## config.mk

```make
export PLATFORM = sky130hd
export DESIGN_NAME = prga_arb_pktmux
export DESIGN_NICKNAME = d
export VERILOG_FILES = /design/src/rtl/prga_arb_pktmux.sv
export SDC_FILE = /design/constraint.sdc
export NUM_CORES = 1
export LEC_CHECK = 0
export CAP_MARGIN = 10
export CELL_PAD_IN_SITES_DETAIL_PLACEMENT = 2
export CELL_PAD_IN_SITES_GLOBAL_PLACEMENT = 2
export CORE_UTILIZATION = 33
export DETAILED_ROUTE_END_ITERATION = 6
export DONT_BUFFER_PORTS = 1
export HOLD_SLACK_MARGIN = 0.03
export PLACE_DENSITY_LB_ADDON = 0.12
export SLEW_MARGIN = 10
export SYNTH_ARGS = -nofsm -noshare
export SYNTH_HDL_FRONTEND = slang
export SYNTH_SLANG_ARGS = --single-unit
```

## constraint.sdc

```tcl
create_clock -name clk -period 3.5 [get_ports clk]
set_input_delay 0.35 -clock clk [delete_from_list [all_inputs] [get_ports clk]]
set_output_delay 0.35 -clock clk [all_outputs]
set_load 0.05 [all_outputs]
```

## src/rtl/prga_arb_pktmux.sv

```systemverilog
// Packet-level N:1 valid/ready mux with round-robin arbitration.
// A grant is held for a full packet and released on the last-beat handshake.
module prga_arb_pktmux #(
    parameter int NUM_SRC     = 4,
    parameter int INDEX_WIDTH = 2,
    parameter int DATA_WIDTH  = 32
) (
    input  logic                          clk,
    input  logic                          rst_n,
    input  logic [NUM_SRC-1:0]            src_val,
    output logic [NUM_SRC-1:0]            src_rdy,
    input  logic [NUM_SRC*DATA_WIDTH-1:0] src_data,
    input  logic [NUM_SRC-1:0]            src_last,
    output logic                          dst_val,
    input  logic                          dst_rdy,
    output logic [DATA_WIDTH-1:0]         dst_data,
    output logic                          dst_last,
    output logic [INDEX_WIDTH-1:0]        dst_src,
    output logic                          busy
);

    localparam logic [0:0] ST_IDLE   = 1'b0;
    localparam logic [0:0] ST_LOCKED = 1'b1;

    typedef logic [INDEX_WIDTH-1:0] idx_t;

    logic [0:0] state_q, state_d;
    idx_t       grant_q, grant_d;
    idx_t       prio_q, prio_d;

    logic [DATA_WIDTH-1:0] data_arr [NUM_SRC];
    logic [NUM_SRC-1:0]    g_oh;
    logic                  locked;
    logic                  idle_found, re_found;
    idx_t                  idle_idx, re_idx, nxt_ptr;

    // Returns {found, index}; scan wraps at NUM_SRC, not at 2**INDEX_WIDTH.
    function automatic logic [INDEX_WIDTH:0] rr_pick(
        input logic [NUM_SRC-1:0] req,
        input idx_t               ptr
    );
        logic [2*NUM_SRC-1:0] rot;
        logic                 found;
        idx_t                 idx;
        int                   sum;
        rot   = {req, req} >> ptr;
        found = 1'b0;
        idx   = '0;
        for (int k = 0; k < NUM_SRC; k++) begin
            if (!found && rot[k]) begin
                found = 1'b1;
                sum   = int'(ptr) + k;
                if (sum >= NUM_SRC) sum = sum - NUM_SRC;
                idx   = idx_t'(sum);
            end
        end
        return {found, idx};
    endfunction

    for (genvar i = 0; i < NUM_SRC; i++) begin : g_unpack
        assign data_arr[i] = src_data[i*DATA_WIDTH +: DATA_WIDTH];
    end

    always_comb begin
        g_oh          = '0;
        g_oh[grant_q] = 1'b1;
    end

    always_comb begin
        int np;
        np = int'(grant_q) + 1;
        if (np >= NUM_SRC) np = 0;
        nxt_ptr = idx_t'(np);
    end

    always_comb begin
        {idle_found, idle_idx} = rr_pick(src_val, prio_q);
        {re_found, re_idx}     = rr_pick(src_val & ~g_oh, nxt_ptr);
    end

    assign locked   = (state_q == ST_LOCKED);
    assign busy     = locked;
    assign dst_src  = grant_q;
    assign dst_val  = locked & src_val[grant_q];
    assign dst_last = dst_val & src_last[grant_q];
    assign dst_data = dst_val ? data_arr[grant_q] : '0;
    assign src_rdy  = locked ? (g_oh & {NUM_SRC{dst_rdy}}) : '0;

    always_comb begin
        state_d = state_q;
        grant_d = grant_q;
        prio_d  = prio_q;
        case (state_q)
            ST_IDLE: begin
                if (idle_found) begin
                    state_d = ST_LOCKED;
                    grant_d = idle_idx;
                end
            end
            ST_LOCKED: begin
                // Last beat: rotate priority past the owner, hand over with no bubble.
                if (dst_val && dst_rdy && dst_last) begin
                    prio_d = nxt_ptr;
                    if (re_found) grant_d = re_idx;
                    else          state_d = ST_IDLE;
                end
            end
            default: state_d = ST_IDLE;
        endcase
    end

    always_ff @(posedge clk) begin
        if (!rst_n) begin
            state_q <= ST_IDLE;
            grant_q <= '0;
            prio_q  <= '0;
        end else begin
            state_q <= state_d;
            grant_q <= grant_d;
            prio_q  <= prio_d;
        end
    end

endmodule

```

==> impl_metrics.json <==
{
  "mostFrequentLayoutCells": "and3_1 (36), mux4_2 (34), inv_1 (9)",
  "period_needed_ns": 2.63,
  "rr_worst_depth": 7,
  "hold_slack_ns": 0.368,
  "p_per_area_mw_per_mm2": 430,
  "drtAntennaViolNets": 0,
  "wl_met1_mm": 2.56,
  "synth_top_area_cell": "mux4_2",
  "wl_met3_um": 552,
  "yosysSeqAreaShare_pct": 5.49,
  "utilization_pct": 36.0,
  "r2r_end": "dst_src[0]$_SDFFE_PN0P_",
  "critPathRequiredTime_ns": 3.15,
  "antenna_found_initial": 2,
  "fp.dieH_um": 76.3,
  "ys_warn_count": 0,
  "wl_met2_mm": 3.84,
  "p_leak_nw": 0.720,
  "cp.arrival_ns": 2.28,
  "ys_ff_latch": 5,
  "rsz0062_at_grt": "false",
  "gr-usage-all-layers_pct": 23.8,
  "post_drt_wl_per_cell_um": 29.4,
  "synth_flop_cell": "dfxtp_1",
  "fin_crit_sh_pct": 75.1,
  "layout.nets": 310,
  "mostFrequentLayoutCell": "and3_1",
  "hold_path_class": "in -> reg",
  "reg2reg_slack_ns": 0.88,
  "regToRegStartpoint": "dst_src[0]$_SDFFE_PN0P_",
  "hold_depth": 2,
  "cts_tree": "done",
  "postCtsSetupBuffers": 0,
  "vias": 1630,
  "firstDrtPassIters": 4,
  "seqCellArea_um2": 106,
  "finalSetupViolCount": 0,
  "fmax_ghz": 0.380,
  "fp.dieW_um": 76.3,
  "drive_gt1_share_pct": 34.3,
  "boundaryPins": 180,
  "drc": 0,
  "postCtsHoldBufs": 0,
  "highest_layer": "met4",
  "synth_cell_types": 50,
  "dieArea_mm2": 0.00583,
  "rows": 26,
  "cts_htree_levels": 1,
  "clkTransAtPathRegs_ns": 0.04,
  "status": "completed",
  "cts-buffers-inserted": 3,
  "core_mm2": 0.00520,
  "hold_end": "prio_q[1]$_SDFFE_PN0P_",
  "areaGrowthSynthToFinish_pct": 2.75,
  "portBuffers": 0,
  "crit_path_end_kind": "output port",
  "grt_pass1_vias": 1885,
  "peakVddDrop_v": 0.000143,
  "hold_viol_final": 0,
  "initial_core_util_pct": 35.0,
  "dpl_cell_area_mm2": 0.00182,
  "drt-total-wl_mm": 7.00,
  "synth_top_area_share_pct": 42.0,
  "min_from": "rst_n",
  "synth_edf_count": 0,
  "vias_per_cell": 6.85,
  "syn_area_per_cell_um2": 10.2,
  "syn-num-nets": 322,
  "insertion_delay_ns": 0.23,
  "cp-start-kind": "flop",
  "clock_sinks": 5,
  "gp_congestion": 0.807,
  "ctsResizeCount": 0,
  "slew_violations": 0,
  "relSlewSlack_pct": 64.0,
  "cts_root_buffer": "clkbuf_8",
  "clock_path_buffers": 2,
  "finClkSkew_ns": 0.00830,
  "final_area_mm2": 0.00187,
  "syn_inst": 179,
  "hpwl_mm": 5.77,
  "multi_input_area_mm2": 0.00155,
  "maxCapViolCount": 0,
  "synth_area_leaders": "mux4_2 (42%), and3_1 (12%), dfxtp_1 (5.5%)",
  "tightest_slew_ns": 0.540,
  "grt_pass1_wl_mm": 10.8,
  "synthesis.area_mm2": 0.00182,
  "ys_async_sr_fraction_pct": 0,
  "grt_max_degree": 36,
  "worstPathMaxFanout": 35,
  "drt-initial-drc-count": 56,
  "fillCellCount": 596,
  "grt_overflow": 0,
  "tns_ns": 0,
  "crit_type": "reg -> out"
}
[critical path, cell delays in order (launching register included)]
cell,delay (ns)
dfxtp_2,0.53
buf_4,0.31
mux4_2,0.59
and3_1,0.60
[how the worst max path moves through the flow]
stage / start / to / slack, ns
2_1_floorplan: dst_src[1]$_SDFFE_PN0P_ / dst_src[0]$_SDFFE_PN0P_ / 0.52
3_3_place_gp: dst_src[0]$_SDFFE_PN0P_ / dst_src[0]$_SDFFE_PN0P_ / 0.97
3_5_place_dp: dst_src[0]$_SDFFE_PN0P_ / dst_src[1]$_SDFFE_PN0P_ / 0.94
4_1_cts: dst_src[1]$_SDFFE_PN0P_ / dst_data[25] / 0.88
5_1_grt: dst_src[0]$_SDFFE_PN0P_ / dst_src[0]$_SDFFE_PN0P_ / 0.71
6_report: dst_src[1]$_SDFFE_PN0P_ / dst_last / 0.87
[sequential cells by signal (all words and copies together), names as in the netlist]
| name | count |
|---|---|
| prio_q | 2 |
| busy | 1 |
| dst_src | 2 |
[metrics by stage]
stage / setup WS [ns] / power, mW / std cells
final: 0.872 / 0.804 / 238
after global routing: 0.709 / 0.850 / 238
after CTS: 0.883 / 0.806 / 236
after detailed placement: 0.936 / 0.689 / 232
after floorplan: 0.520 / 0.633 / 179
after global placement: 0.966 / 0.677 / 232
[per-layer routing]
layer / vias up / GRT usage, %
met1: 816 / 26.0
li1: 705 / -
met5: - / 0
met3: 8 / 6.71
met4: 0 / 6.15
met2: 101 / 44.7
[area by class of cell]
class	count	share of cell area, %
well taps	70	4.68
clock buffers	4	2.40
flip-flops and latches	5	5.68
inverters	10	2.00
diodes	2	0.267
multi-input cells	142	83.0
repair buffers	5	2.00
[cell usage after synthesis, types with 4 or more instances]
cell type and n:
nor2_1 8, inv_1 9, ha_1 4, mux4_2 34, dfxtp_1 5, and3_1 36, clkbuf_1 9, nand2_1 4
buf_2 6, o221ai_1 4
[power breakdown]
group | switching, mW | total, mW | internal [mW]
Sequential | 0.0300 | 0.0944 | 0.0644
Clock | 0.0352 | 0.114 | 0.0788
Combinational | 0.378 | 0.596 | 0.218
[cell families (layout without fill, tap and decap cells)]
group	count (synthesis)	count (layout)	synth area share, %
compound gates	31	31	14.2
buf+inv	32	19	9.26
mux	37	37	44.5
flops	5	5	5.49
fa+ha+maj	4	4	2.75
other cells	0	2	0
simple gates	70	70	23.7
No activity file was read; power rests on OpenSTA's default activity.
